$ cat src/rtl/paddle_button_conditioner.sv
// paddle_button_conditioner
// Conditions the four raw active-low KEY inputs for the paddle-movement stage.
// Per button: 2-FF synchroniser, counter debounce, opposing-pair cancel and
// rate-limited one-clock active-low move strobes on a free-running period.
// Bit mapping: [0] down, [1] up, [2] left, [3] right.
// Optional feature: define PADDLE_COND_ACCEL_EN to double the strobe rate
// (extra half-period strobe) once a button has been held for ACCEL_TICKS ticks.
module paddle_button_conditioner #(
  parameter int DEBOUNCE_CYCLES    = 500000,
  parameter int MOVE_PERIOD_CYCLES = 833333,
  parameter int ACCEL_TICKS        = 30
) (
  input  logic       clock,
  input  logic       reset,
  input  logic [3:0] keyIn,
  input  logic       enable,
  output logic [3:0] buttonOut,
  output logic [3:0] heldOut,
  output logic [3:0] pressEvent
);

  localparam int DBW = $clog2(DEBOUNCE_CYCLES);
  localparam int MPW = $clog2(MOVE_PERIOD_CYCLES);
  localparam logic [DBW-1:0] DB_LAST = DBW'(DEBOUNCE_CYCLES - 1);
  localparam logic [MPW-1:0] MP_LAST = MPW'(MOVE_PERIOD_CYCLES - 1);

  // Parameter sanity: counters below two clocks would make the compare logic degenerate.
  if (DEBOUNCE_CYCLES < 2) begin : g_bad_debounce
    $error("DEBOUNCE_CYCLES must be at least 2");
  end
  if (MOVE_PERIOD_CYCLES < 2) begin : g_bad_period
    $error("MOVE_PERIOD_CYCLES must be at least 2");
  end
  if (ACCEL_TICKS < 1) begin : g_bad_accel
    $error("ACCEL_TICKS must be at least 1");
  end

  logic [3:0]     sync1_q, sync1_d;
  logic [3:0]     sync2_q, sync2_d;
  logic [3:0]     held_q, held_d;
  logic [3:0]     held_prev_q, held_prev_d;
  logic [3:0]     press_q, press_d;
  logic [3:0]     button_q, button_d;
  logic [MPW-1:0] move_cnt_q, move_cnt_d;
  logic           tick;
  logic [3:0]     eff_held;
  logic [3:0]     fire;

  assign tick = (move_cnt_q == MP_LAST);

  // Per-bit debounce: the stable level only follows the synchronised level
  // after DEBOUNCE_CYCLES consecutive disagreeing samples.
  for (genvar gi = 0; gi < 4; gi++) begin : g_debounce
    logic [DBW-1:0] db_cnt_q, db_cnt_d;
    logic           held_bit_d;

    // Next debounce count and stable level for this button.
    always_comb begin
      db_cnt_d   = db_cnt_q;
      held_bit_d = held_q[gi];
      if ((~sync2_q[gi]) == held_q[gi]) begin
        db_cnt_d = '0;
      end else if (db_cnt_q == DB_LAST) begin
        held_bit_d = ~sync2_q[gi];
        db_cnt_d   = '0;
      end else begin
        db_cnt_d = db_cnt_q + DBW'(1);
      end
    end

    // Debounce counter register.
    always_ff @(posedge clock or negedge reset) begin
      if (!reset) begin
        db_cnt_q <= '0;
      end else begin
        db_cnt_q <= db_cnt_d;
      end
    end

    assign held_d[gi] = held_bit_d;
  end

  // Up and down (or left and right) together cancel each other for movement only;
  // heldOut still reports the raw debounced level.
  always_comb begin
    eff_held = held_q;
    if (held_q[0] && held_q[1]) begin
      eff_held[1:0] = 2'b00;
    end
    if (held_q[2] && held_q[3]) begin
      eff_held[3:2] = 2'b00;
    end
  end

`ifdef PADDLE_COND_ACCEL_EN
  localparam int HW = $clog2(ACCEL_TICKS + 1);
  localparam logic [HW-1:0]  HOLD_SAT = HW'(ACCEL_TICKS);
  localparam logic [MPW-1:0] MP_HALF  = MPW'(MOVE_PERIOD_CYCLES / 2 - 1);

  logic       half_tick;
  logic [3:0] fast;

  assign half_tick = (move_cnt_q == MP_HALF);

  // Per-bit hold counters: count ticks of uninterrupted effective hold.
  for (genvar gi = 0; gi < 4; gi++) begin : g_accel
    logic [HW-1:0] hold_cnt_q, hold_cnt_d;

    // Clear on release, cancel or pause; saturate at HOLD_SAT.
    always_comb begin
      hold_cnt_d = hold_cnt_q;
      if (!eff_held[gi] || !enable) begin
        hold_cnt_d = '0;
      end else if (tick && (hold_cnt_q != HOLD_SAT)) begin
        hold_cnt_d = hold_cnt_q + HW'(1);
      end
    end

    // Hold counter register.
    always_ff @(posedge clock or negedge reset) begin
      if (!reset) begin
        hold_cnt_q <= '0;
      end else begin
        hold_cnt_q <= hold_cnt_d;
      end
    end

    assign fast[gi] = (hold_cnt_q == HOLD_SAT);
  end

  // Strobe on every tick, plus at the half-period once acceleration is engaged.
  always_comb begin
    fire = eff_held & {4{enable}} & ({4{tick}} | ({4{half_tick}} & fast));
  end
`else
  // Strobe once per period for each effectively held button.
  always_comb begin
    fire = eff_held & {4{enable & tick}};
  end
`endif

  // Next-state for synchroniser, press detection, period counter and strobes.
  always_comb begin
    sync1_d     = keyIn;
    sync2_d     = sync1_q;
    held_prev_d = held_q;
    press_d     = held_q & ~held_prev_q;
    move_cnt_d  = tick ? '0 : (move_cnt_q + MPW'(1));
    button_d    = ~fire;
  end

  // Shared state registers; reset values give released, idle outputs.
  always_ff @(posedge clock or negedge reset) begin
    if (!reset) begin
      sync1_q     <= 4'b1111;
      sync2_q     <= 4'b1111;
      held_q      <= 4'b0000;
      held_prev_q <= 4'b0000;
      press_q     <= 4'b0000;
      button_q    <= 4'b1111;
      move_cnt_q  <= '0;
    end else begin
      sync1_q     <= sync1_d;
      sync2_q     <= sync2_d;
      held_q      <= held_d;
      held_prev_q <= held_prev_d;
      press_q     <= press_d;
      button_q    <= button_d;
      move_cnt_q  <= move_cnt_d;
    end
  end

  assign buttonOut  = button_q;
  assign heldOut    = held_q;
  assign pressEvent = press_q;

endmodule
$ cat config.mk
export PLATFORM = sky130hd
export DESIGN_NAME = paddle_button_conditioner
export DESIGN_NICKNAME = d
export VERILOG_FILES = /design/src/rtl/paddle_button_conditioner.sv
export SDC_FILE = /design/constraint.sdc
export NUM_CORES = 1
export LEC_CHECK = 0
export BUFFER_PORTS_ARGS = -buffer_cell sky130_fd_sc_hd__buf_2
export CORE_ASPECT_RATIO = 2
export CORE_MARGIN = 2
export CORE_UTILIZATION = 45
export CTS_BUF_LIST = sky130_fd_sc_hd__clkbuf_2 sky130_fd_sc_hd__clkbuf_4 sky130_fd_sc_hd__clkbuf_8
export DETAILED_ROUTE_END_ITERATION = 7
export GPL_TIMING_DRIVEN = 1
export SYNTH_ARGS = -nofsm -noshare
export SYNTH_HDL_FRONTEND = slang
export SYNTH_SLANG_ARGS = --single-unit
$ cat constraint.sdc
create_clock -name clock -period 4.7 [get_ports clock]
set_clock_uncertainty 0.05 [all_clocks]
set_input_delay 0.235 -clock clock [delete_from_list [all_inputs] [get_ports clock]]
set_output_delay 0.235 -clock clock [all_outputs]
set_load 0.02 [all_outputs]
==> flow_metrics.tcl, run 1 <==
set metrics [dict create \
    drv_cap 0 \
    rsz0062_at_grt "false" \
    p_leak_nw 2.49 \
    swShare 0.237 \
    syn_inst 548 \
    drt_wl_total_microns 10900 \
    reg2regPathDepth 5 \
    required_ns 4.91 \
    final.setup.tns_ns 0 \
    antenna_found_initial 0 \
    synthDistinctLibCells 46 \
    synthFlopType "dfrtp_1" \
    syn_avg_cell_area_sq_um 10.2 \
    cp.buffers_inverters 0 \
    p_clk_frac 0.450 \
    cts_buffers 17 \
    switching_power_w 0.000482 \
    worstMarginPinSlew_ns 1.17 \
    layout-drive-gt1-share 0.127 \
    crit_chain "ha_1 > and4_1 > nand3_1 > o21ai_1 > nor2_1" \
    internal-power_w 0.00155 \
    drc 0 \
    fin_crit_ns 2.40 \
    relSlewSlack 0.217 \
    path_class "flip-flop to flip-flop" \
    finalNetCount 599 \
    power_frac_seq 0.522 \
    comb_power_share 0.028 \
    h-tree-depth 4 \
    die_y_microns 162 \
    fillers 1114 \
    diodes 0 \
    synth-seq-cells 120 \
    std_cell_rows 57 \
    grt_max_degree 62 \
    hold_class "flip-flop to flip-flop" \
    final-setup-viol-count 0 \
    slowest_stage "o21ai_1" \
    min_delay_path_depth 0 \
    first_iter_violations 139 \
    clock-sinks 120 \
    routabilityCongestion 0.817 \
    clk_latency_ns 0.43 \
    clkTransAtPathRegs_ns 0.08 \
    die_area_sq_mm 0.0134 \
    synth.largest_area_cell "dfrtp_1" \
    grt_util_all_layers 0.178 \
    synth_edf_count 0 \
    post-route-period-util 0.510 \
    antenna_left 0 \
    num_io_pins 19 \
    yosysMostFrequentCell "dfrtp_1" \
    viasPerCell 5.49 \
    wl_per_cell_microns 14.6 \
    cp-start-kind "flip-flop" \
    synth.area.top_cells "dfrtp_1 (48%), xnor2_1 (8.6%), dfstp_2 (5.6%)" \
    ys_top_cells_by_count "dfrtp_1 (108), nor2_1 (84), xnor2_1 (55)" \
    status "complete, no violations" \
    hpwlAfterDp_microns 7610 \
    ys_seq_area_frac 0.538 \
    yosysWarnings 0 \
    syn2layout_area_growth_pct 12.8 \
    portBuffers 18 \
    critPathTopFamily "compound AO/OA/AOI/OAI gates" \
    root_buffer "clkbuf_8" \
    synth_top_area_frac 0.482 \
    critPathMaxStageDelay_ns 0.94 \
    fin_total_pwr_w 0.00203 \
    grt-ovfl-total 0 \
    ir_drop_uv 213 \
    hold_viol_final 0 \
    die_w_microns 82.9 \
    max_freq_ghz 0.417 \
    via_count 4099 \
    drtPass1Iterations 4 \
    powerDensity_mw_per_mm2 321 \
    syn_area_sq_mm 0.00561 \
    cp_num_cells 5 \
    clock_path_buffers 2 \
    endpoint_kind "flip-flop" \
    synthArstFlopShare 1.00 \
    cts_tree "yes" \
    grt_pass1_wl_microns 19400 \
    ctsResizeCount 0 \
    grt_pass1_vias 4292 \
    final_max_slew_viol_count 0 \
    critPathArrivalTime_ns 2.61 \
    synth_nets 561 \
    final_util 0.522 \
    core_sq_mm 0.0121 \
    start_util 0.462 \
    path_max_fanout 18 \
]
state kept, by name, summed over array words and instances (netlist names):
signal / count
g_debounce.db_cnt_q: 76
move_cnt_q: 20
buttonOut: 4
heldOut: 4
held_prev_q: 4
pressEvent: 4
sync1_q: 4
sync2_q: 4
metal layers:
layer / track usage / routed length, microns
met2: 0.322 / 5990
met5: 0 / 0
met4: 0.0842 / 204
met3: 0.0407 / 314
met1: 0.194 / 4380
worst paths after layout:
check	start	end	slack (ns)
max	g_debounce[1].db_cnt_q[0]	g_debounce[1].db_cnt_q[2]	2.30
min	sync1_q[2]	sync2_q[2]	0.31
max reg2reg	g_debounce[1].db_cnt_q[0]	g_debounce[1].db_cnt_q[2]	2.30
min reg2reg	sync1_q[2]	sync2_q[2]	0.31
max in group asynchronous	reset	g_debounce[2].db_cnt_q[16]	2.98
min in group asynchronous	reset	g_debounce[1].db_cnt_q[14]	0.37
power by group through the flow:
| stage | Clock [W] | Sequential [W] | Combinational [W] |
|---|---|---|---|
| 6_report | 0.000915 | 0.00106 | 0.0000569 |
| 5_1_grt | 0.000993 | 0.00106 | 0.0000697 |
| 4_1_cts | 0.000950 | 0.00106 | 0.0000599 |
| 3_5_place_dp | 0 | 0.00108 | 0.0000558 |
| 3_3_place_gp | 0 | 0.00108 | 0.0000542 |
| 2_1_floorplan | 0 | 0.00108 | 0.0000268 |
layout make-up:
type / count / area (sq um) / share of cell area
Clock buffer: 18 / 248 / 0.0392
Clock inverter: 14 / 149 / 0.0235
Inverter: 19 / 71.3 / 0.0113
Multi-Input combinational cell: 400 / 2470 / 0.391
Timing Repair Buffer: 28 / 183 / 0.0289
Tap cell: 147 / 184 / 0.0291
Sequential cell: 120 / 3020 / 0.477
cells by family (layout without fill, tap and decap cells):
group | count (synthesis) | count (layout) | synth area share
muxes | 1 | 1 | 0.00179
xor gates and xnor gates | 75 | 75 | 0.117
AOI/OAI and AO/OA | 39 | 39 | 0.0420
buffers and inverters | 28 | 79 | 0.0205
DFF | 120 | 120 | 0.538
and+or+nand+nor | 279 | 279 | 0.267
adders and majority gates | 6 | 6 | 0.0134
through the flow:
stage	hold WS, ns	setup WS [ns]	std cells	instance area, sq um
after floorplan	-0.111	2.65	548	5610
after global placement	0.291	2.31	708	5870
after detailed placement	0.291	2.25	708	5870
after CTS	0.308	2.23	746	6330
after global routing	0.315	1.98	746	6330
final	0.306	2.30	746	6330
repair_timing:
action	in CTS	in global routing
setup buffers	0	0
hold endpoints to repair	60	0
hold buffers	6	0
cell usage in the layout, fill, tap and decap left out, types with 2 or more instances in the layout:
master	n
xnor2_1	55
o31ai_1	6
and4_1	4
o21ai_0	12
ha_1	6
nand4b_1	7
or2_2	2
dfrtp_1	108
nor3_1	20
and3_1	5
dlygate4sd3_1	6
buf_4	5
buf_2	17
clkbuf_8	18
nand3_1	32
or3_1	5
o21ai_1	3
bufinv_16	2
nand3b_1	2
nor4b_1	3
dfstp_2	12
or4_1	8
clkinv_2	2
nor2_1	84
nor4_1	21
or4b_2	2
and2_1	6
nor2b_1	5
inv_1	19
nand4_1	29
clkinvlp_4	7
nand2_1	33
inv_6	2
xor2_1	20
nor4bb_1	3
a21oi_1	13
No activity file was read; power rests on OpenSTA's default activity.
==> run 2, diff against run 1 <==
- clock period: 4.7 -> 2 ns (I/O delays scaled with it)
==> run 2 against run 1 <==
Net effect: the flow now finishes with violations (setup timing); largest power group unchanged; global-route usage is 1.2 points higher; fmax increased by 17%; clock power is 120% higher; critical path depth is the same; worst hold slack worse by 0.16 ns; clock-buffer cell count fell by 1; total power grew 130%; register-to-register slack lost 2.3 ns.
==> flow_metrics.tcl, run 2 (synthesis gave the netlist of run 1 again) <==
set metrics [dict create \
    status "complete, but fails checks" \
    violations "setup timing" \
    path_class "flip-flop to flip-flop" \
    grt_pass1_vias 4590 \
    hold_slack_ns 0.149 \
    die_w_microns 82.9 \
    via_count 4345 \
    wl_per_cell_microns 14.9 \
    syn2layout_area_growth_pct 19.3 \
    critPathMaxStageDelay_ns 0.57 \
    relSlewSlack 0.620 \
    postPlaceCellArea_sq_mm 0.00616 \
    core_sq_mm 0.0121 \
    drtPass1Iterations 4 \
    antenna_left 0 \
    grt_util_all_layers 0.190 \
    viasPerCell 5.54 \
    cts_buffers 17 \
    layout-drive-gt1-share 0.202 \
    fin_cells 785 \
    critPathArrivalTime_ns 2.30 \
    antenna_found_initial 0 \
    die_y_microns 162 \
    final-setup-viol-count 17 \
    place_inst 744 \
    cp-start-kind "flip-flop" \
    clock_path_buffers 2 \
    start_util 0.462 \
    design_area_sq_mm 0.00669 \
    path_max_fanout 14 \
    post-route-period-util 1.02 \
    clock-sinks 120 \
    pre_cts_slack_ns -0.0329 \
    rsz0062_at_grt "true" \
    largest_register_ffs 76 \
    hold_viol_final 0 \
    crit_chain "or4_1 > or4_4 > o21ai_4 > buf_12 > a21oi_1" \
    fin_crit_ns 2.04 \
    std_cell_rows 57 \
    h-tree-depth 4 \
    fillers 1099 \
    worstMarginPinSlew_ns 0.571 \
    layout_commonest_cell "dfrtp_1" \
    top_regs "g_debounce.db_cnt_q x76, move_cnt_q x20" \
    hpwlAfterDp_microns 8270 \
    drc 0 \
    ir_drop_uv 480 \
    drv_cap 0 \
    powerDensity_mw_per_mm2 695 \
    root_buffer "clkbuf_8" \
    largest-register "g_debounce.db_cnt_q" \
    p_leak_nw 2.71 \
    finalNetCount 638 \
    fin_total_pwr_w 0.00465 \
    routabilityCongestion 0.853 \
    slowest_stage "or4_4" \
    max_freq_ghz 0.490 \
    drt_wl_total_microns 11700 \
    grt_max_degree 44 \
    mostFrequentLayoutCells "dfrtp_1 (108), nor2_1 (80), xnor2_1 (55)" \
    first_iter_violations 161 \
    final_max_slew_viol_count 0 \
    grt_pass1_wl_microns 20700 \
    setup_ws_ns -0.0419 \
    num_io_pins 19 \
    portBuffers 18 \
    clkTransAtPathRegs_ns 0.08 \
    cts_tree "yes" \
    diodes 0 \
    die_area_sq_mm 0.0134 \
    hold_class "input port to asynchronous set/reset pin" \
    clk_latency_ns 0.43 \
    grt-ovfl-total 0 \
    required_ns 2.26 \
    endpoint_kind "flip-flop" \
]
-- run 2: area by class of cell --
type / count / area, sq um / share of cell area
well taps: 147 / 184 / 0.0275
inverters: 19 / 71.3 / 0.0107
clock buffers: 17 / 234 / 0.0350
clock inverters: 15 / 129 / 0.0193
repair buffers: 67 / 505 / 0.0755
flip-flops and latches: 120 / 3020 / 0.451
multi-input cells: 400 / 2550 / 0.381
-- run 2: timing repair --
item | in CTS | in global routing
gates resized for setup | 2 | 20
hold buffers | 6 | 0
endpoints found under the hold margin | 46 | 0
endpoints found under the setup margin | 19 | 39
setup buffers | 1 | 1
pin swaps | 0 | 4
cloned | 0 | 1
-- run 2: path summary, 6_finish.rpt --
| check | from | endpoint | slack, ns | cells after the start |
|---|---|---|---|---|
| setup / recovery | g_debounce[2].db_cnt_q[14] | g_debounce[2].db_cnt_q[18] | -0.04 | 5 |
| hold / removal | reset | g_debounce[1].db_cnt_q[7] | 0.15 | 2 |
| setup reg to reg | g_debounce[2].db_cnt_q[14] | g_debounce[2].db_cnt_q[18] | -0.04 | 5 |
| hold reg to reg | sync1_q[3] | sync2_q[3] | 0.31 | 0 |
| max in group asynchronous | reset | move_cnt_q[8] | 1.06 | 3 |
| min in group clock | keyIn[1] | sync1_q[1] | 0.26 | 2 |
-- run 2: stage by stage --
stage / TNS (ns) / utilization
floorplan: -0.495 / -
global placement: 0 / 0.508
detailed placement: -0.319 / 0.508
CTS: -0.282 / 0.544
global route: -1.36 / 0.552
finish: -0.384 / 0.552
-- run 2: routing by layer --
metal | routed length [microns] | track usage | part of all wire
met2 | 6500 | 0.347 | 0.55
met5 | 0 | 0 | 0
met3 | 317 | 0.0437 | 0.027
met4 | 369 | 0.0931 | 0.031
met1 | 4530 | 0.202 | 0.39
-- run 2: power breakdown --
group	internal [W]	switching, W	leakage (nW)	total (W)
combinational	0.0000607	0.000103	0.920	0.000164
clock	0.000978	0.00101	0.178	0.00199
sequential	0.00246	0.0000317	1.61	0.00249
-- run 2: worst max-delay path, delay by kind of cell (launching register included) --
kind / cells / cell delay (ns)
AOI/OAI and AO/OA: 2 / 0.24
buffers and inverters: 1 / 0.16
DFF: 1 / 0.38
and+or+nand+nor: 2 / 1.09
